<file path="config.mk">
export PLATFORM = sky130hd
export DESIGN_NAME = rc_scheduler
export DESIGN_NICKNAME = d
export VERILOG_FILES = /design/src/rtl/rc_scheduler.sv
export SDC_FILE = /design/constraint.sdc
export NUM_CORES = 1
export LEC_CHECK = 0
export CELL_PAD_IN_SITES_DETAIL_PLACEMENT = 1
export CELL_PAD_IN_SITES_GLOBAL_PLACEMENT = 2
export CORE_MARGIN = 5
export CORE_UTILIZATION = 22
export DETAILED_ROUTE_END_ITERATION = 8
export PLACE_DENSITY = 0.83
export SETUP_SLACK_MARGIN = 0.2
export SLEW_MARGIN = 0
export SYNTH_ARGS = -nofsm -noshare
export SYNTH_HDL_FRONTEND = slang
export SYNTH_SLANG_ARGS = --single-unit
</file>
<file path="constraint.sdc">
create_clock -name clk -period 2.1 [get_ports clk]
set_clock_uncertainty 0.1 [all_clocks]
set_input_delay 0.42 -clock clk [delete_from_list [all_inputs] [get_ports clk]]
set_output_delay 0.42 -clock clk [all_outputs]
set_load 0.005 [all_outputs]
</file>
<file path="src/rtl/rc_scheduler.sv">
// -----------------------------------------------------------------------------
// rc_scheduler
//
// Shares one combinational rc_unit route-computation datapath among the
// virtual channels of an input port. Each VC runs a small IDLE/WAIT/ROUTED
// state machine. A round-robin arbiter grants at most one waiting VC per
// cycle. The granted VC's head destination goes to the shared rc_unit, and
// the returned port is captured into that VC's route register. The route is
// held until the packet's tail flit leaves.
//
// Optional feature (compile-time macro RC_SCHED_STALL_CNT_EN):
//   When defined, adds stall_cnt_o. This is a 16-bit saturating count of
//   cycles in which more than one VC was requesting, so at least one lost
//   arbitration.
//
// Ports:
//   clk            in   clock; all state updates on the rising edge
//   rst            in   synchronous active-high reset
//   head_valid_i   in   [VC_NUM]   head flit present at front of VC v
//   x_dest_i       in   packed per-VC X destination (VC v in slice v)
//   y_dest_i       in   packed per-VC Y destination
//   l_dest_i       in   packed per-VC local (DLA) destination
//   release_i      in   [VC_NUM]   tail flit of VC v departed this cycle
//   rc_x_dest_o    out  granted VC's X destination to the shared rc_unit
//   rc_y_dest_o    out  granted VC's Y destination to the shared rc_unit
//   rc_l_dest_o    out  granted VC's local destination to the shared rc_unit
//   rc_out_port_i  in   combinational route returned by the shared rc_unit
//   route_valid_o  out  [VC_NUM]   VC v holds a valid route
//   out_port_o     out  [VC_NUM] x port_t registered route per VC
//   stall_cnt_o    out  16-bit stall counter (only with RC_SCHED_STALL_CNT_EN)
// -----------------------------------------------------------------------------

package rc_pkg;

    // Output-port encoding shared with rc_unit; all-zero means "no route".
    typedef logic [3:0] port_t;

    localparam port_t PORT_NONE = 4'd0;
    localparam port_t EAST      = 4'd1;
    localparam port_t WEST      = 4'd2;
    localparam port_t NORTH     = 4'd3;
    localparam port_t SOUTH     = 4'd4;
    localparam port_t DLA0      = 4'd5;
    localparam port_t DLA1      = 4'd6;
    localparam port_t DLA2      = 4'd7;
    localparam port_t DLA3      = 4'd8;

endpackage

module rc_scheduler
    import rc_pkg::*;
#(
    parameter int VC_NUM           = 4,
    parameter int DEST_ADDR_SIZE_X = 4,
    parameter int DEST_ADDR_SIZE_Y = 4,
    parameter int DEST_ADDR_SIZE_L = 2
) (
    input  logic                               clk,
    input  logic                               rst,
    input  logic [VC_NUM-1:0]                  head_valid_i,
    input  logic [VC_NUM*DEST_ADDR_SIZE_X-1:0] x_dest_i,
    input  logic [VC_NUM*DEST_ADDR_SIZE_Y-1:0] y_dest_i,
    input  logic [VC_NUM*DEST_ADDR_SIZE_L-1:0] l_dest_i,
    input  logic [VC_NUM-1:0]                  release_i,
    output logic [DEST_ADDR_SIZE_X-1:0]        rc_x_dest_o,
    output logic [DEST_ADDR_SIZE_Y-1:0]        rc_y_dest_o,
    output logic [DEST_ADDR_SIZE_L-1:0]        rc_l_dest_o,
    input  port_t                              rc_out_port_i,
    output logic [VC_NUM-1:0]                  route_valid_o,
    output port_t [VC_NUM-1:0]                 out_port_o
`ifdef RC_SCHED_STALL_CNT_EN
    ,
    output logic [15:0]                        stall_cnt_o
`endif
);

    localparam int PTR_W = (VC_NUM > 1) ? $clog2(VC_NUM) : 1;

    typedef enum logic [1:0] {
        ST_IDLE   = 2'd0,
        ST_WAIT   = 2'd1,
        ST_ROUTED = 2'd2
    } vc_state_t;

    vc_state_t          state_q [VC_NUM];
    logic [VC_NUM-1:0]  req;
    logic               grant_valid;
    logic [PTR_W-1:0]   grant_idx;
    logic [PTR_W-1:0]   rr_ptr;
    logic [PTR_W-1:0]   rr_next;
    int                 cand;

    // A VC competes for the RC unit only while waiting AND its head is still
    // present, so a withdrawn head never gets a grant even in its last WAIT
    // cycle. Route validity is a pure decode of the ROUTED state.
    always_comb begin
        req           = '0;
        route_valid_o = '0;
        for (int v = 0; v < VC_NUM; v++) begin
            req[v]           = (state_q[v] == ST_WAIT) && head_valid_i[v];
            route_valid_o[v] = (state_q[v] == ST_ROUTED);
        end
    end

    // Round-robin search starting at rr_ptr and wrapping modulo VC_NUM; the
    // first requester found wins. cand never reaches VC_NUM because the
    // wrap is applied before indexing.
    always_comb begin
        grant_valid = 1'b0;
        grant_idx   = '0;
        cand        = 0;
        for (int i = 0; i < VC_NUM; i++) begin
            cand = int'(rr_ptr) + i;
            if (cand >= VC_NUM) begin
                cand = cand - VC_NUM;
            end
            if (!grant_valid && req[PTR_W'(cand)]) begin
                grant_valid = 1'b1;
                grant_idx   = PTR_W'(cand);
            end
        end
    end

    // Pointer moves just past the winner so that winner becomes lowest
    // priority next cycle.
    always_comb begin
        rr_next = rr_ptr;
        if (grant_valid) begin
            rr_next = PTR_W'((int'(grant_idx) + 1) % VC_NUM);
        end
    end

    // Destination mux into the shared rc_unit. It is forced to zero with no
    // grant so the rc_unit inputs do not toggle on idle cycles.
    always_comb begin
        rc_x_dest_o = '0;
        rc_y_dest_o = '0;
        rc_l_dest_o = '0;
        if (grant_valid) begin
            rc_x_dest_o = x_dest_i[int'(grant_idx)*DEST_ADDR_SIZE_X +: DEST_ADDR_SIZE_X];
            rc_y_dest_o = y_dest_i[int'(grant_idx)*DEST_ADDR_SIZE_Y +: DEST_ADDR_SIZE_Y];
            rc_l_dest_o = l_dest_i[int'(grant_idx)*DEST_ADDR_SIZE_L +: DEST_ADDR_SIZE_L];
        end
    end

    // Per-VC state machines, route registers and arbiter pointer.
    // A ROUTED VC ignores head_valid_i and always passes through IDLE on
    // release, so a back-to-back head gets a fresh WAIT and a fresh
    // computation instead of reusing the stale route. out_port_o is not
    // cleared on release; only a new grant or reset changes it.
    always_ff @(posedge clk) begin
        if (rst) begin
            for (int v = 0; v < VC_NUM; v++) begin
                state_q[v] <= ST_IDLE;
            end
            out_port_o <= '0;
            rr_ptr     <= '0;
        end else begin
            rr_ptr <= rr_next;
            for (int v = 0; v < VC_NUM; v++) begin
                case (state_q[v])
                    ST_IDLE: begin
                        if (head_valid_i[v]) begin
                            state_q[v] <= ST_WAIT;
                        end
                    end
                    ST_WAIT: begin
                        if (grant_valid && (int'(grant_idx) == v)) begin
                            state_q[v]    <= ST_ROUTED;
                            out_port_o[v] <= rc_out_port_i;
                        end else if (!head_valid_i[v]) begin
                            state_q[v] <= ST_IDLE;
                        end
                    end
                    ST_ROUTED: begin
                        if (release_i[v]) begin
                            state_q[v] <= ST_IDLE;
                        end
                    end
                    default: begin
                        state_q[v] <= ST_IDLE;
                    end
                endcase
            end
        end
    end

`ifdef RC_SCHED_STALL_CNT_EN
    // More than one requester means somebody lost arbitration this cycle.
    // The counter saturates rather than wraps so a long-running congestion
    // figure never reads as small.
    always_ff @(posedge clk) begin
        if (rst) begin
            stall_cnt_o <= '0;
        end else if (($countones(req) > 1) && (stall_cnt_o != 16'hFFFF)) begin
            stall_cnt_o <= stall_cnt_o + 16'd1;
        end
    end
`endif

endmodule

</file>
==> metrics.txt <==
# TYPE chip_impl_metric gauge
chip_impl_metric{name="post-route-drc-count",unit=""} 0
chip_impl_metric{name="die_width",unit="um"} 96.4
chip_impl_info{name="timing.critical_path.to_type",value="output pin"} 1
chip_impl_info{name="worstSetupPathType",value="reg2out"} 1
chip_impl_metric{name="dpl.hpwl",unit="mm"} 4.93
chip_impl_metric{name="areaGrowthSynthToFinish",unit="%"} 106
chip_impl_metric{name="pre_cts_slack",unit="ns"} -1.19
chip_impl_metric{name="distinct_cells_synth",unit=""} 35
chip_impl_metric{name="post_synth_edffs",unit=""} 8
chip_impl_info{name="grt_setup_unrepaired",value="true"} 1
chip_impl_metric{name="worst_pin_slew",unit="ns"} 0.409
chip_impl_info{name="critPathSlowestCell",value="sky130_fd_sc_hd__edfxtp_1"} 1
chip_impl_metric{name="site_row_count",unit=""} 31
chip_impl_info{name="root_buf_cell",value="sky130_fd_sc_hd__clkbuf_8"} 1
chip_impl_info{name="tritoncts",value="done"} 1
chip_impl_metric{name="syn_inst",unit=""} 170
chip_impl_metric{name="post-route-cell-area",unit="um^2"} 3380
chip_impl_metric{name="holdBufCountCts",unit=""} 0
chip_impl_metric{name="global_route.usage.total",unit="%"} 15.3
chip_impl_metric{name="final.fill_count",unit=""} 825
chip_impl_metric{name="replace_congestion",unit=""} 0.792
chip_impl_info{name="timing.critical_path.cells",value="buf_6 -> nand4b_1 -> a21oi_4 -> nor3_4 -> buf_6 -> a222oi_1 -> a21oi_1 -> buf_2"} 1
chip_impl_info{name="hp-class",value="reg2reg"} 1
chip_impl_metric{name="worst_ep_arrival_time",unit="ns"} 2.22
chip_impl_metric{name="max-vdd-ir-drop",unit="V"} 0.000427
chip_impl_metric{name="die-area",unit="um^2"} 9290
chip_impl_metric{name="critPathMaxFanout",unit=""} 5
chip_impl_metric{name="clkSinkCount",unit=""} 26
chip_impl_metric{name="relSlewSlack",unit="%"} 72.7
chip_impl_metric{name="post_drt_via_cell_ratio",unit=""} 4.66
chip_impl_metric{name="path_clk_slew",unit="ns"} 0.10
chip_impl_metric{name="max_cap_viol_count",unit=""} 0
chip_impl_info{name="status",value="complete, but fails checks"} 1
chip_impl_metric{name="seqPwrFrac",unit="%"} 21.4
chip_impl_metric{name="power_density",unit="nW/um^2"} 1150
chip_impl_metric{name="grt.met1_usage",unit="%"} 17.1
chip_impl_metric{name="drt_iter0_markers",unit=""} 95
chip_impl_metric{name="final_layout_size_suffix_gt1_share",unit="%"} 35.0
chip_impl_metric{name="report.final.setup_viol",unit=""} 14
chip_impl_metric{name="final_nets",unit=""} 372
chip_impl_metric{name="total_length_of_routed_wires",unit="mm"} 7.36
chip_impl_info{name="postSynth.topFlopCell",value="sky130_fd_sc_hd__dfxtp_1"} 1
chip_impl_metric{name="cts_made_buffers",unit=""} 3
chip_impl_metric{name="placeableCoreArea",unit="um^2"} 7250
chip_impl_metric{name="die_h",unit="um"} 96.4
chip_impl_metric{name="clockPowerShare",unit="%"} 8.1
chip_impl_metric{name="post_route_core_utilization",unit="%"} 46.7
chip_impl_metric{name="grt_start_max_net_pins",unit=""} 23
chip_impl_metric{name="internal-power",unit="mW"} 2.44
chip_impl_metric{name="grt_util_met2",unit="%"} 29.5
chip_impl_metric{name="timing_hold_violations_final",unit=""} 0
chip_impl_info{name="timing.critical_path.mode_cell",value="sky130_fd_sc_hd__buf_6"} 1
chip_impl_metric{name="ant_nets",unit=""} 0
chip_impl_metric{name="cts_max_level",unit=""} 1
chip_impl_metric{name="worstSkewPairLatency",unit="ns"} 0.28
chip_impl_info{name="critPathLaunchType",value="flop"} 1
chip_impl_metric{name="netlist_area",unit="um^2"} 1640
chip_impl_metric{name="io_buffers",unit=""} 83
chip_impl_metric{name="synth_async_sr_flop_share",unit="%"} 0
chip_impl_metric{name="synth.avg_cell_area",unit="um^2"} 9.66
chip_impl_metric{name="power_switching",unit="mW"} 1.46
chip_impl_metric{name="synth_sequential_area_ratio",unit="%"} 36.6
chip_impl_metric{name="start_util",unit="%"} 22.6
chip_impl_metric{name="tritonroute_pass_1_iters",unit=""} 5
chip_impl_metric{name="ys.warnings.count",unit=""} 0
chip_impl_metric{name="placed_cell_area",unit="um^2"} 2830
chip_impl_metric{name="leakage",unit="nW"} 1.39
chip_impl_metric{name="setup_slack",unit="ns"} -0.641
chip_impl_info{name="violations_in_the_final_reports",value="negative setup slack"} 1
chip_impl_metric{name="diodes",unit=""} 0
chip_impl_info{name="most_common_cell_after_layout_fill_and_taps_aside",value="sky130_fd_sc_hd__clkdlybuf4s50_1"} 1
chip_impl_metric{name="fin_tns_setup",unit="ns"} -5.99
chip_impl_metric{name="grt_pass1_wl",unit="mm"} 11.0
chip_impl_info{name="gr-max-usage-layer",value="met2"} 1
chip_impl_metric{name="floorplan.io_pins",unit=""} 84
chip_impl_metric{name="finalCritPeriodShare",unit="%"} 131
chip_impl_metric{name="max_freq",unit="MHz"} 365
chip_impl_metric{name="avgRoutedWirePerCell",unit="um"} 17.7
chip_impl_metric{name="cts_buffer_depth",unit=""} 2
chip_impl_metric{name="postSynthRegisterBits",unit=""} 26
chip_impl_metric{name="antenna_found_initial",unit=""} 0
chip_impl_metric{name="use_met3",unit="%"} 3.33
chip_impl_info{name="worst_path_dominant_cell_family",value="compound AO/OA/AOI/OAI gates"} 1
chip_impl_metric{name="postSynthNetCount",unit=""} 224
chip_impl_metric{name="route.vias.total",unit=""} 1939
chip_impl_metric{name="min_period",unit="ns"} 2.74
chip_impl_metric{name="worst-path-buf-inv",unit=""} 3
chip_impl_metric{name="grt-ovfl-total",unit=""} 0
chip_impl_metric{name="first_global_vias",unit=""} 2127
chip_impl_metric{name="netSwitchingFraction",unit="%"} 37.3
chip_impl_metric{name="critPathRequiredTime",unit="ns"} 1.58
chip_impl_metric{name="final_max_slew_viol_count",unit=""} 0
chip_impl_info{name="most-common-layout-cells",value="sky130_fd_sc_hd__clkdlybuf4s50_1 (65), sky130_fd_sc_hd__buf_4 (40), sky130_fd_sc_hd__buf_6 (20)"} 1
chip_impl_metric{name="combPwrFrac",unit="%"} 70.5
chip_impl_metric{name="timing.critical_path.slowest_cell_delay",unit="ns"} 0.44
synth_stat cells, types with 8 or more instances:
cell	count	share of area (%)
sky130_fd_sc_hd__a21oi_1	20	6.1
sky130_fd_sc_hd__a222oi_1	10	6.1
sky130_fd_sc_hd__dfxtp_1	18	22
sky130_fd_sc_hd__edfxtp_1	8	15
sky130_fd_sc_hd__mux2i_1	16	9.8
sky130_fd_sc_hd__nand2_1	13	3.0
sky130_fd_sc_hd__nand2b_1	8	3.0
sky130_fd_sc_hd__nor2_1	20	4.6
sequential cells by signal, summed over array words and instances (netlist names):
signal and flops:
out_port_o 16, state_q 8, rr_ptr 2
worst min-delay path, cell delays in order (launching register included):
cell and delay, ns:
sky130_fd_sc_hd__dfxtp_1 0.33, sky130_fd_sc_hd__nand2b_1 0.06, sky130_fd_sc_hd__mux2i_1 0.05
layer usage:
metal	vias up	part of all wire [%]
li1	934	-
met1	938	38
met2	53	56
met3	14	4.5
met4	0	2.3
met5	-	0
stage by stage:
stage / instances / total power [mW] / hold slack [ns]
2_1_floorplan: 170 / 1.75 / 0.364
3_3_place_gp: 380 / 2.74 / 0.360
3_5_place_dp: 380 / 2.79 / 0.372
4_1_cts: 406 / 3.69 / 0.389
5_1_grt: 416 / 4.15 / 0.406
6_report: 416 / 3.90 / 0.386
power groups by stage:
stage | registers [mW] | logic (mW) | clock network [mW]
5_1_grt | 0.853 | 2.95 | 0.345
3_3_place_gp | 0.812 | 1.93 | 0
2_1_floorplan | 0.805 | 0.944 | 0
3_5_place_dp | 0.819 | 1.97 | 0
4_1_cts | 0.818 | 2.55 | 0.317
6_report | 0.833 | 2.75 | 0.315
timing repair:
| item | 4_1_cts | 5_1_grt |
|---|---|---|
| pin swaps | 33 | 18 |
| buffers inserted | 18 | 10 |
| setup endpoints to repair | 37 | 36 |
| cloned | 4 | 0 |
| gates resized for setup | 94 | 15 |
cells by family after synthesis:
family | synth area share [%]
xor+xnor | 2.13
compound gates | 19.1
simple gates | 27.1
mux | 9.76
buf+inv | 5.33
flops | 36.6
final timing paths:
path	startpoint	to	slack, ns	cells past startpoint
worst max-delay path	state_q[2][1]	rc_x_dest_o[3]	-0.64	8
worst min register to register	out_port_o[3]	out_port_o[3]	0.39	2
worst min-delay path	out_port_o[3]	out_port_o[3]	0.39	2
worst max register to register	state_q[0][1]	state_q[2][1]	-0.19	9
area by class of cell:
type	count	area, um^2	area share, %
multi-input cells	131	1120	33.2
clock buffers	3	41.3	1.22
inverters	4	15.0	0.444
repair buffers	152	1480	43.6
clock inverters	1	3.75	0.111
well taps	99	124	3.66
flip-flops and latches	26	602	17.8
No activity file was read; power rests on OpenSTA's default activity.
